--- src/rtl/input_judge_if.sv ---
// Draw handshake between the input judge and the white-square draw stage,
// plus the line-6 clear strobe and the offset captured for the draw.
interface input_judge_if;
    logic       correct_go;
    logic       correct_done;
    logic [5:0] offset;
    logic       clear_line6;

    modport master (
        output correct_go,
        output offset,
        output clear_line6,
        input  correct_done
    );

    modport slave (
        input  correct_go,
        input  offset,
        input  clear_line6,
        output correct_done
    );
endinterface

--- src/rtl/input_judge.sv ---
// Judges player key presses against the bottom-row tile, drives the draw
// handshake for correct hits, keeps the saturating score and sticky error flags.
module input_judge #(
    parameter int SCORE_W      = 10,
    parameter int DONE_TIMEOUT = 4096
) (
    input  logic               clock,
    input  logic               resetn,
    input  logic [3:0]         key_n,
    input  logic               enable,
    input  logic [2:0]         line_6,
    input  logic [5:0]         offset_in,
    input_judge_if.master      draw,
    output logic [SCORE_W-1:0] score,
    output logic               game_over,
    output logic               draw_err,
    output logic               busy
);

    localparam int CNT_W = (DONE_TIMEOUT > 2) ? $clog2(DONE_TIMEOUT) : 1;

    typedef enum logic [2:0] {
        IDLE,
        JUDGE,
        GO,
        WAIT_DONE,
        CLEAR,
        OVER
    } state_t;

    state_t state, state_nxt;

    logic [3:0]       sync_p0;
    logic [3:0]       sync_p1;
    logic [3:0]       key_s;
    logic [3:0]       key_s_d;
    logic [3:0]       press;
    logic [3:0]       kp;
    logic [2:0]       line_l;
    logic [5:0]       offset_l;
    logic [CNT_W-1:0] tmo_cnt;
    logic             tmo_hit;
    logic             take;
    logic             go_c;
    logic             clear_c;
    logic             busy_c;
    logic             over_c;

    function automatic logic [SCORE_W-1:0] sat_inc(input logic [SCORE_W-1:0] v);
        return (&v) ? v : v + SCORE_W'(1);
    endfunction

    // One-hot key matching the tile column; multi-key or empty row never matches.
    function automatic logic is_hit(input logic [3:0] keys, input logic [2:0] line);
        return line[2] && (keys == (4'b0001 << line[1:0]));
    endfunction

    // Synchroniser stages and edge detector; reset state is "all keys released".
    always_ff @(posedge clock or negedge resetn) begin
        if (!resetn) begin
            sync_p0 <= '1;
            sync_p1 <= '1;
            key_s_d <= '0;
        end else begin
            sync_p0 <= key_n;
            sync_p1 <= sync_p0;
            key_s_d <= key_s;
        end
    end

    assign key_s   = ~sync_p1;
    assign press   = key_s & ~key_s_d;
    assign take    = (state == IDLE) && enable && (|press);
    assign tmo_hit = (tmo_cnt == CNT_W'(DONE_TIMEOUT - 1));

    always_ff @(posedge clock or negedge resetn) begin
        if (!resetn) begin
            state <= IDLE;
        end else begin
            state <= state_nxt;
        end
    end

    always_comb begin
        state_nxt = state;
        go_c      = 1'b0;
        clear_c   = 1'b0;
        busy_c    = 1'b1;
        over_c    = 1'b0;
        case (state)
            IDLE: begin
                busy_c = 1'b0;
                if (take) begin
                    state_nxt = JUDGE;
                end
            end
            JUDGE: begin
                state_nxt = is_hit(kp, line_l) ? GO : OVER;
            end
            GO: begin
                go_c      = 1'b1;
                state_nxt = WAIT_DONE;
            end
            WAIT_DONE: begin
                if (draw.correct_done || tmo_hit) begin
                    state_nxt = CLEAR;
                end
            end
            CLEAR: begin
                clear_c   = 1'b1;
                state_nxt = IDLE;
            end
            OVER: begin
                over_c = 1'b1;
            end
            default: begin
                state_nxt = IDLE;
            end
        endcase
    end

    // Judge capture: the press pattern, the row and the scroll offset are frozen
    // together so the draw sees a consistent snapshot.
    always_ff @(posedge clock or negedge resetn) begin
        if (!resetn) begin
            kp       <= '0;
            line_l   <= '0;
            offset_l <= '0;
        end else if (take) begin
            kp       <= press;
            line_l   <= line_6;
            offset_l <= offset_in;
        end
    end

    always_ff @(posedge clock or negedge resetn) begin
        if (!resetn) begin
            tmo_cnt  <= '0;
            draw_err <= 1'b0;
        end else if (state == GO) begin
            tmo_cnt <= '0;
        end else if (state == WAIT_DONE) begin
            if (!draw.correct_done && tmo_hit) begin
                draw_err <= 1'b1;
            end else begin
                tmo_cnt <= tmo_cnt + CNT_W'(1);
            end
        end
    end

    always_ff @(posedge clock or negedge resetn) begin
        if (!resetn) begin
            score <= '0;
        end else if (state == CLEAR) begin
            score <= sat_inc(score);
        end
    end

    assign draw.correct_go  = go_c;
    assign draw.clear_line6 = clear_c;
    assign draw.offset      = offset_l;
    assign busy             = busy_c;
    assign game_over        = over_c;

endmodule

--- src/flat_wrapper.sv ---
// flat-port wrapper written by rule: the top's interface ports become plain ports
module input_judge_flat 
#(
    parameter int SCORE_W      = 10,
    parameter int DONE_TIMEOUT = 4096
)
  (clock, resetn, key_n, enable, line_6, offset_in, score, game_over, draw_err, busy, draw_correct_go, draw_offset, draw_clear_line6, draw_correct_done);
  input_judge_if draw_i ();
  input  logic clock;
  input  logic resetn;
  input  logic [3:0] key_n;
  input  logic enable;
  input  logic [2:0] line_6;
  input  logic [5:0] offset_in;
  output logic [SCORE_W-1:0] score;
  output logic game_over;
  output logic draw_err;
  output logic busy;
  output wire logic [$bits(draw_i.correct_go)-1:0] draw_correct_go;
  output wire logic [$bits(draw_i.offset)-1:0] draw_offset;
  output wire logic [$bits(draw_i.clear_line6)-1:0] draw_clear_line6;
  input wire logic [$bits(draw_i.correct_done)-1:0] draw_correct_done;
  assign draw_correct_go = draw_i.correct_go;
  assign draw_offset = draw_i.offset;
  assign draw_clear_line6 = draw_i.clear_line6;
  assign draw_i.correct_done = draw_correct_done;
  input_judge #(.SCORE_W(SCORE_W), .DONE_TIMEOUT(DONE_TIMEOUT)) u_core (.clock(clock), .resetn(resetn), .key_n(key_n), .enable(enable), .line_6(line_6), .offset_in(offset_in), .draw(draw_i), .score(score), .game_over(game_over), .draw_err(draw_err), .busy(busy));
endmodule
--- config.mk ---
export PLATFORM = sky130hd
export DESIGN_NAME = input_judge_flat
export DESIGN_NICKNAME = d
export VERILOG_FILES = /design/src/rtl/input_judge_if.sv /design/src/rtl/input_judge.sv /design/src/flat_wrapper.sv
export SDC_FILE = /design/constraint.sdc
export NUM_CORES = 1
export LEC_CHECK = 0
export ABC_AREA = 1
export CAP_MARGIN = 20
export CORE_MARGIN = 2
export CORE_UTILIZATION = 58
export DETAILED_ROUTE_END_ITERATION = 7
export GPL_TIMING_DRIVEN = 1
export PLACE_DENSITY = 0.85
export SLEW_MARGIN = 40
export SYNTH_ARGS = -nofsm -noshare
export SYNTH_HDL_FRONTEND = slang
export SYNTH_SLANG_ARGS = --single-unit
--- constraint.sdc ---
create_clock -name clock -period 3.1 [get_ports clock]
set_clock_uncertainty 0.05 [all_clocks]
set_input_delay 0.465 -clock clock [delete_from_list [all_inputs] [get_ports clock]]
set_output_delay 0.465 -clock clock [all_outputs]
set_load 0.01 [all_outputs]
==> out/metrics.csv, run 1 <==
metric,value,unit
path_clk_slew,100,ps
tritoncts,yes,
cts-root-buf,clkbuf_8,
die_y,70.1,um
synthesis.nets,335,
synth_most_common_cell,nand2_1,
relSlewSlack,0.641,
drv_slew,0,
cts_buffers,5,
layout_min_cycle_time,2160,ps
holdBufCountCts,0,
grt_start_max_net_pins,26,
dr_wl_met2,2350,um
layout-drive-gt1-share,0.126,
finalSetupViolations,0,
syn_area,2530,um2
ys_warn_count,0,
top_layer,met4,
vdd_drop_max,0.399,mV
max_cap_viol_count,0,
synth_edf_count,0,
outcome,"finished, final reports clean",
io_pins,38,
wl_met1,2130,um
postSynthAreaPerCell,8.02,um2
finalNetCount,376,
critPathLaunchType,register,
ant_nets,0,
hold_path.class,in -> async,
drc,0,
worstPathRequired,2580,ps
vias,2127,
grt-ovfl-total,0,
wl,4820,um
clk_latency,310,ps
worstPathArrival,1650,ps
routedWlPerCell,11.8,um
fillCellCount,349,
num_antenna_cells,0,
fmax,462,MHz
synthToLayoutAreaGrowth,20.1,%
coreArea,4290,um2
rsz0062_at_grt,no,
die_area,4920,um2
initial_core_util,0.590,
seq_area_frac_synth,0.507,
dp_hpwl,3530,um
portBuffers,37,
fin_util,0.709,
clock_path_buffers,2,
grt_pass1_vias,1977,
netlist.top_cell.by_area,dfrtp_1,
synth.distinct_cells,28,
antenna_found_initial,0,
cp-end-kind,primary output,
drtPass1Iterations,4,
postCtsSetupBuffers,0,
grt_pass1_wl,8660,um
path_class,reg -> out,
fin_crit_sh,0.698,
final.setup.tns,0,ps
die_x,70.1,um
synth_area_leaders,"dfrtp_1 (42%), nand2_1 (18%), dfstp_2 (8.3%)",
gp_congestion,0.898,
hold_viol,0,
synth_top_area_frac,0.424,
powerDensity,732,nW/um2
htreeDepth,2,
via_per_inst,5.19,
synth_cells,316,
tightest_slew,539,ps
cts_resized,0,
ys_ff_latch,51,
drtIter0Drc,102,
ys.flop_type,dfrtp_1,
rows,24,
yosys-top-cells-count,"nand2_1 (120), dfrtp_1 (43), inv_1 (29)",
worstPathMaxFanout,4,
cts.sinks,51,
grt_usage,0.217,
wl_met3,273,um
async_flop_share,1.00,
p_leak,1.44,nW
[flip-flops by register name, summed over array words and instances (netlist names), 4 cells and up]
signal	flops
u_core.draw.offset	6
u_core.key_s_d	4
u_core.kp	4
u_core.score	10
u_core.sync_p0	4
u_core.sync_p1	4
u_core.tmo_cnt	12
[metal layers]
layer	vias up	GRT usage
li1	1061	-
met1	999	0.287
met2	60	0.365
met3	7	0.0418
met4	0	0.0662
met5	-	0
[stage by stage]
step	hold WS (ps)	instances	instance area [um2]	power, mW	setup WS (ps)
2_1_floorplan	119	316	2530	1.49	1530
3_3_place_gp	297	402	2930	1.75	1240
3_5_place_dp	297	402	2930	1.78	1190
4_1_cts	83.8	410	3050	2.25	929
5_1_grt	106	410	3050	2.41	846
6_report	75.6	410	3050	2.23	937
[power by group]
part           switching [mW]  total [mW]  internal [mW]
sequential              0.155       0.976          0.821
combinational           0.439       0.785          0.346
clock                   0.224       0.467          0.243
total                   0.818        2.23           1.41
[final cells by class]
cell class,count,area (um2),share of cell area
clock buffers,5,68.8,0.0226
clock inverters,3,46.3,0.0152
inverters,35,131,0.0431
multi-input cells,225,1070,0.350
flip-flops and latches,51,1290,0.422
well taps,52,65.1,0.0214
repair buffers,39,380,0.125
[worst max-delay path: stages, from the launching register on]
cell and delay [ps]:
dfrtp_1 410, inv_2 120, nand2_2 70, nor2_2 170, clkdlybuf4s50_1 570
[worst paths after layout]
check | startpoint | to | slack, ps | cells past startpoint
max in group asynchronous | resetn | u_core.sync_p1[3]$_DFF_PN1_ | 2260 | 2
min reg2reg | u_core.sync_p0[3]$_DFF_PN1_ | u_core.sync_p1[3]$_DFF_PN1_ | 300 | 0
min | resetn | u_core.key_s_d[1]$_DFF_PN0_ | 80 | 1
max | u_core.state[2]$_DFFE_PN0P_ | draw_correct_go | 940 | 4
max reg2reg | u_core.tmo_cnt[0]$_DFFE_PN0P_ | u_core.tmo_cnt[7]$_DFFE_PN0P_ | 1360 | 9
min in group clock | u_core.sync_p0[3]$_DFF_PN1_ | u_core.sync_p1[3]$_DFF_PN1_ | 300 | 0
[cell usage in the layout, fill, tap and decap left out, types with 4 or more instances in the layout]
master and instances:
clkbuf_8 5, clkdlybuf4s50_1 36, dfrtp_1 43, dfstp_2 8, inv_1 29, inv_2 6
nand2_1 120, nand3_1 22, nand4_1 4, nor2_1 27, nor2_2 5, o21ai_0 8
o21ai_1 8, o21ai_2 6, xor2_1 4
[kinds of logic after synthesis]
logic type | Yosys count | synth area share
AND/OR/NAND/NOR | 189 | 0.321
flip-flops | 51 | 0.507
buffers and inverters | 40 | 0.0716
AO/OA/AOI/OAI | 27 | 0.0661
XOR/XNOR | 7 | 0.0242
adder cells (fa/ha/maj) | 2 | 0.00987
(Power assumes the default switching activity.)
==> run 2: changes to the inputs <==
CORE_UTILIZATION = 54   (was 58)
PLACE_DENSITY = 0.8   (was 0.85)
clock period = 2.1 ns   (was 3.1 ns; I/O delays follow)
==> run 2 against run 1 <==
- die area grew 7.0%
- flip-flop and latch count is the same
- hold slack gained 230 ps
- total power grew 45%
- cell area is essentially flat
- via count shrank 2.4%
- wire length shrank 0.60%
- cell count is the same
- worst setup slack lost 840 ps
- combinational power grew 50%
- critical endpoint is now draw_clear_line6
- highest routed layer unchanged
==> out/metrics.csv, run 2 (synthesized netlist as in run 1, its figures left out) <==
metric,value,unit,change
regToRegStartpoint,u_core.tmo_cnt[0]$_DFFE_PN0P_,,unchanged
ant_nets,0,,unchanged
drtPass1Iterations,4,,unchanged
mostFrequentLayoutCell,nand2_1,,unchanged
final.setup.tns,0,ps,unchanged
fillCellCount,368,,was 349
swShare,0.388,,was 0.367
htreeDepth,2,,unchanged
path_class,reg -> out,,unchanged
cp-startpoint,u_core.state[0]$_DFFE_PN0P_,,was u_core.state[2]$_DFFE_PN0P_
grt-ovfl-total,0,,unchanged
r2r_slack,360,ps,was 1360 ps
tightest_slew,534,ps,was 539 ps
drc,0,,unchanged
drv_slew,0,,unchanged
cp_cell_sequence,nor3_2 > clkdlybuf4s50_1,,was inv_2 > nand2_2 > nor2_2 > clkdlybuf4s50_1
io_pins,38,,unchanged
die_y,72.5,um,was 70.1 um
fmax,498,MHz,
path_clk_slew,100,ps,about the same
portBuffers,37,,unchanged
cts.sinks,51,,unchanged
outcome,"finished, final reports clean",,unchanged
tritoncts,yes,,unchanged
worstPathMaxFanout,6,,was 4
grt_usage,0.199,,was 0.217
grt_pass1_wl,8290,um,was 8660 um
synthToLayoutAreaGrowth,20.2,%,was 20.1%
clock_path_buffers,2,,unchanged
hold_ws,310,ps,was 75.6 ps
critPathLaunchType,register,,unchanged
cp-end-kind,primary output,,unchanged
crit_slowest_cell,clkdlybuf4s50_1,,unchanged
grt_pass1_vias,1933,,"was 1,977"
max_stage_delay,580,ps,was 570 ps
grt_start_max_net_pins,30,,was 26
via_per_inst,5.07,,was 5.19
initial_core_util,0.570,,was 0.590
rsz0062_at_grt,no,,unchanged
hold_path.class,reg -> reg,,was in -> async
rows,24,,unchanged
max_cap_viol_count,0,,unchanged
num_antenna_cells,0,,unchanged
p_int,1.97,mW,was 1.41 mW
comb_power_share,0.365,,was 0.352
dp_hpwl,3430,um,was 3530 um
hp-start,u_core.sync_p0[0]$_DFF_PN1_,,
p_seq_frac,0.447,,was 0.438
worstPathRequired,1740,ps,was 2580 ps
die_area,5260,um2,was 4920 um2
total_power,3.22,mW,was 2.23 mW
gp_congestion,0.905,,was 0.898
largest_reg_flops,12,,unchanged
layout-drive-gt1-share,0.123,,was 0.126
postCtsSetupBuffers,0,,unchanged
cts_buffers,5,,unchanged
drtIter0Drc,50,,was 102
cts-root-buf,clkbuf_8,,unchanged
hold_viol,0,,unchanged
finalSetupViolations,0,,unchanged
finalNetCount,376,,unchanged
routedWlPerCell,11.7,um,was 11.8 um
coreArea,4440,um2,was 4290 um2
clkPwrFrac,0.188,,was 0.210
p_switching,1.25,mW,was 0.818 mW
final_cell_mix,"nand2_1 (120), dfrtp_1 (43), clkdlybuf4s50_1 (36)",,unchanged
worstPathArrival,1640,ps,was 1650 ps
layout_min_cycle_time,2010,ps,
largest-register,u_core.tmo_cnt,,unchanged
antenna_found_initial,0,,unchanged
p_leak,1.43,nW,was 1.44 nW
die_x,72.5,um,was 70.1 um
vias,2077,,"was 2,127"
powerDensity,1060,nW/um2,was 732 nW/um2
wl,4790,um,was 4820 um
fin_crit_sh,0.955,,
relSlewSlack,0.644,,was 0.641
clk_latency,310,ps,about the same
vdd_drop_max,0.668,mV,was 0.399 mV
==> run 2: final cells by class <==
type	count	area, um2	area share
Sequential cell	51	1290	0.422
Multi-Input combinational cell	225	1070	0.352
Timing Repair Buffer	39	395	0.130
Inverter	35	131	0.0431
Clock buffer	5	68.8	0.0226
Tap cell	52	65.1	0.0214
Clock inverter	3	27.5	0.00903
==> run 2: power by group through the flow <==
stage	clock network (mW)	logic [mW]	registers (mW)
2_1_floorplan	0	0.744	1.45
3_3_place_gp	0	1.15	1.44
3_5_place_dp	0	1.18	1.45
4_1_cts	0.624	1.19	1.43
5_1_grt	0.656	1.34	1.47
6_report	0.607	1.18	1.44
==> run 2: what timing repair did <==
action                     4_1_cts  5_1_grt
resized for setup                0        1
hold endpoints to repair        19        0
setup endpoints to repair        0        1
hold buffers                     1        0
==> run 2: per-layer routing <==
metal / up-vias / track usage / share of wire
met5: - / 0 / 0
met4: 0 / 0.0597 / 0.0058
met3: 3 / 0.0375 / 0.051
met2: 50 / 0.330 / 0.46
met1: 951 / 0.266 / 0.49
li1: 1073 / - / -
==> run 2: per-stage QoR <==
stage	util	instance area, um2	worst slack (ps)	instances
after floorplan	-	2530	528	316
after global placement	0.660	2940	371	401
after detailed placement	0.660	2940	335	401
after CTS	0.684	3040	66.0	410
after global routing	0.686	3050	11.5	410
final	0.686	3050	93.8	410
==> run 2: worst max-delay path, delay by kind of cell, from the launching register on <==
kind          cells  cell delay [ps]
simple gates      1              270
flops             1              480
buf+inv           1              580
==> run 2: worst paths after layout <==
| check | endpoint | cells past startpoint |
|---|---|---|
| min reg2reg | u_core.sync_p1[0]$_DFF_PN1_ | 0 |
| min | u_core.sync_p1[0]$_DFF_PN1_ | 0 |
| max | draw_clear_line6 | 2 |
| min in group asynchronous | u_core.kp[1]$_DFFE_PN0P_ | 2 |
| max reg2reg | u_core.tmo_cnt[0]$_DFFE_PN0P_ | 8 |
| max in group asynchronous | u_core.sync_p0[3]$_DFF_PN1_ | 3 |
==> run 3: changes to the inputs <==
ABC_AREA = not set   (was 1)
CORE_UTILIZATION = 52   (was 54)
CTS_CLUSTER_SIZE = 12   (was not set)
PLACE_DENSITY = 0.78   (was 0.8)
==> run 3 against run 2 <==
- cell count down 27%
- non-clock buffer count up 8
- clock-buffer cell count unchanged
- combinational power down 32%
==> out/metrics.csv, run 3 <==
metric,value,unit,change
vdd_drop_max,0.632,mV,was 0.668 mV
drv_slew,0,,unchanged
hold_ws,311,ps,was 310 ps
seq_area_frac_synth,0.566,,was 0.507
ys_ff_latch,51,,unchanged
num_antenna_cells,0,,unchanged
worst_path_dominant_cell_family,buffers and inverters,,unchanged
cp_cell_sequence,buf_4 > buf_4 > and3_1 > clkdlybuf4s50_1,,was nor3_2 > clkdlybuf4s50_1
max_stage_delay,470,ps,was 580 ps
largest-register,u_core.tmo_cnt,,unchanged
synth_edf_count,0,,unchanged
gp_congestion,0.783,,was 0.905
tritoncts,yes,,unchanged
relSlewSlack,0.791,,was 0.644
die_y,70.1,um,was 72.5 um
synthesis.nets,216,,was 335
hold_viol,0,,unchanged
grt_start_max_net_pins,52,,was 30
vias,1703,,"was 2,077"
via_per_inst,5.71,,was 5.07
path_class,reg -> out,,unchanged
p_leak,1.20,nW,was 1.43 nW
final_cell_mix,"dfrtp_1 (41), clkdlybuf4s50_1 (34), mux2_2 (13)",,"was nand2_1 (120), dfrtp_1 (43), clkdlybuf4s50_1 (36)"
die_x,70.1,um,was 72.5 um
coreArea,4290,um2,was 4440 um2
final.setup.tns,0,ps,unchanged
critPathLaunchType,register,,unchanged
grt-ovfl-total,0,,unchanged
cts-root-buf,clkbuf_8,,unchanged
routedWlPerCell,14.6,um,was 11.7 um
initial_core_util,0.529,,was 0.570
finalSetupViolations,0,,unchanged
drtPass1Iterations,4,,unchanged
path_clk_slew,100,ps,about the same
fin_crit_sh,0.962,,was 0.955
htreeDepth,2,,unchanged
finalNetCount,264,,was 376
yosys-top-cells-count,"dfrtp_1 (43), mux2_2 (13), a21oi_1 (11), o21ai_0 (11)",,"was nand2_1 (120), dfrtp_1 (43), inv_1 (29)"
path_buf_inv,3,,was 1
crit_top_cell,buf_4,,
worstPathMaxFanout,6,,unchanged
synth_area_leaders,"dfrtp_1 (47%), dfstp_2 (9.2%), mux2_2 (6.4%)",,"was dfrtp_1 (42%), nand2_1 (18%), dfstp_2 (8.3%)"
ant_nets,0,,unchanged
fmax,495,MHz,was 498 MHz
postSynthAreaPerCell,11.5,um2,was 8.02 um2
crit_slowest_cell,clkdlybuf4s50_1,,unchanged
portBuffers,37,,unchanged
netlist.top_cell.by_area,dfrtp_1,,unchanged
synth_cells,197,,was 316
grt_pass1_wl,7620,um,was 8290 um
largest_reg_flops,12,,unchanged
cts_buffers,5,,unchanged
wl,4350,um,was 4790 um
layout_min_cycle_time,2020,ps,was 2010 ps
grt_pass1_vias,1645,,"was 1,933"
ys_warn_count,0,,unchanged
synth_top_area_frac,0.473,,was 0.424
worstPathRequired,1740,ps,about the same
clock_path_buffers,2,,unchanged
die_area,4920,um2,was 5260 um2
drc,0,,unchanged
worstPathArrival,1660,ps,was 1640 ps
ys.flop_type,dfrtp_1,,unchanged
async_flop_share,1.00,,unchanged
rsz0062_at_grt,no,,unchanged
grt_usage,0.198,,was 0.199
synth.distinct_cells,43,,was 28
max_cap_viol_count,0,,unchanged
antenna_found_initial,0,,unchanged
dp_hpwl,3000,um,was 3430 um
outcome,"finished, final reports clean",,unchanged
drtIter0Drc,110,,was 50
hold_path.class,reg -> reg,,unchanged
tightest_slew,312,ps,was 534 ps
rows,24,,unchanged
io_pins,38,,unchanged
synth_most_common_cell,dfrtp_1,,was nand2_1
powerDensity,971,nW/um2,was 1060 nW/um2
cp-end-kind,primary output,,unchanged
syn_area,2270,um2,was 2530 um2
cts.sinks,51,,unchanged
layout-drive-gt1-share,0.183,,was 0.123
clk_latency,300,ps,was 310 ps
mostFrequentLayoutCell,dfrtp_1,,was nand2_1
synthToLayoutAreaGrowth,25.3,%,was 20.2%
## run 3: cell count changes in the layout (fill, tap and decap cells not counted), sizes merged, moves of 10 or more
cell / previous run / this run
o21ai: 22 / 11
inv: 37 / 9
nand3: 23 / 9
nand2: 124 / 9
nor2: 32 / 9
mux2: 0 / 13
a21oi: 1 / 11
## run 3: final timing paths
check                                               from                        endpoint  slack (ps)  cells after the start
hold reg to reg              u_core.sync_p0[1]$_DFF_PN1_     u_core.sync_p1[1]$_DFF_PN1_         310                      0
setup reg to reg           u_core.tmo_cnt[0]$_DFFE_PN0P_  u_core.tmo_cnt[11]$_DFFE_PN0P_         160                      5
min in group asynchronous                         resetn     u_core.score[4]$_DFFE_PN0P_         480                      3
hold / removal               u_core.sync_p0[1]$_DFF_PN1_     u_core.sync_p1[1]$_DFF_PN1_         310                      0
max in group asynchronous                         resetn     u_core.sync_p0[2]$_DFF_PN1_        1240                      3
setup / recovery             u_core.state[0]$_DFFE_PN0P_                       game_over          80                      4
## run 3: through the flow
stage               std cells  total power, mW  setup WS (ps)  utilization  cell area, um2
global placement          287             2.15            154        0.635            2730
global route              298             2.94           18.7        0.663            2850
CTS                       298             2.80           39.2        0.663            2850
detailed placement        287             2.19           61.1        0.635            2730
finish                    298             2.77           79.3        0.663            2850
floorplan                 197             1.77            219            -            2270
## run 3: timing repair
| item | 4_1_cts | 5_1_grt |
|---|---|---|
| endpoints found under the hold margin | 43 | 0 |
| hold buffers | 1 | 0 |
| pin swaps | 0 | 0 |
| buffers inserted | 2 | 0 |
| gates cloned | 0 | 0 |
| endpoints found under the setup margin | 1 | 1 |
| gates resized for setup | 3 | 1 |
## run 3: kinds of logic (layout without fill, tap and decap cells)
logic type,Yosys count,count (layout),share of synthesized area
and+or+nand+nor,70,70,0.183
DFF,51,51,0.566
AOI/OAI and AO/OA,40,40,0.116
muxes,14,14,0.0688
buffers and inverters,13,62,0.0292
xor gates and xnor gates,7,7,0.0270
adders and majority gates,2,2,0.0110
## run 3: per-layer routing
layer | global-route usage | wire length (um)
met5 | 0 | 0
met4 | 0.0684 | 39
met3 | 0.0491 | 169
met2 | 0.322 | 2220
met1 | 0.259 | 1920
## run 3: power by group
| part | internal (mW) | leakage (nW) | switching (mW) |
|---|---|---|---|
| clock | 0.242 | 0.0489 | 0.346 |
| combinational | 0.480 | 0.564 | 0.322 |
| sequential | 1.20 | 0.588 | 0.177 |
| total | 1.92 | 1.20 | 0.845 |
## run 3: final cells by class
| class | instances | area, um2 |
|---|---|---|
| Sequential cell | 51 | 1290 |
| Timing Repair Buffer | 47 | 457 |
| Inverter | 7 | 26.3 |
| Fill cell | 370 | 1450 |
| Multi-Input combinational cell | 133 | 921 |
| Clock buffer | 5 | 68.8 |
| Clock inverter | 3 | 22.5 |
| Tap cell | 52 | 65.1 |
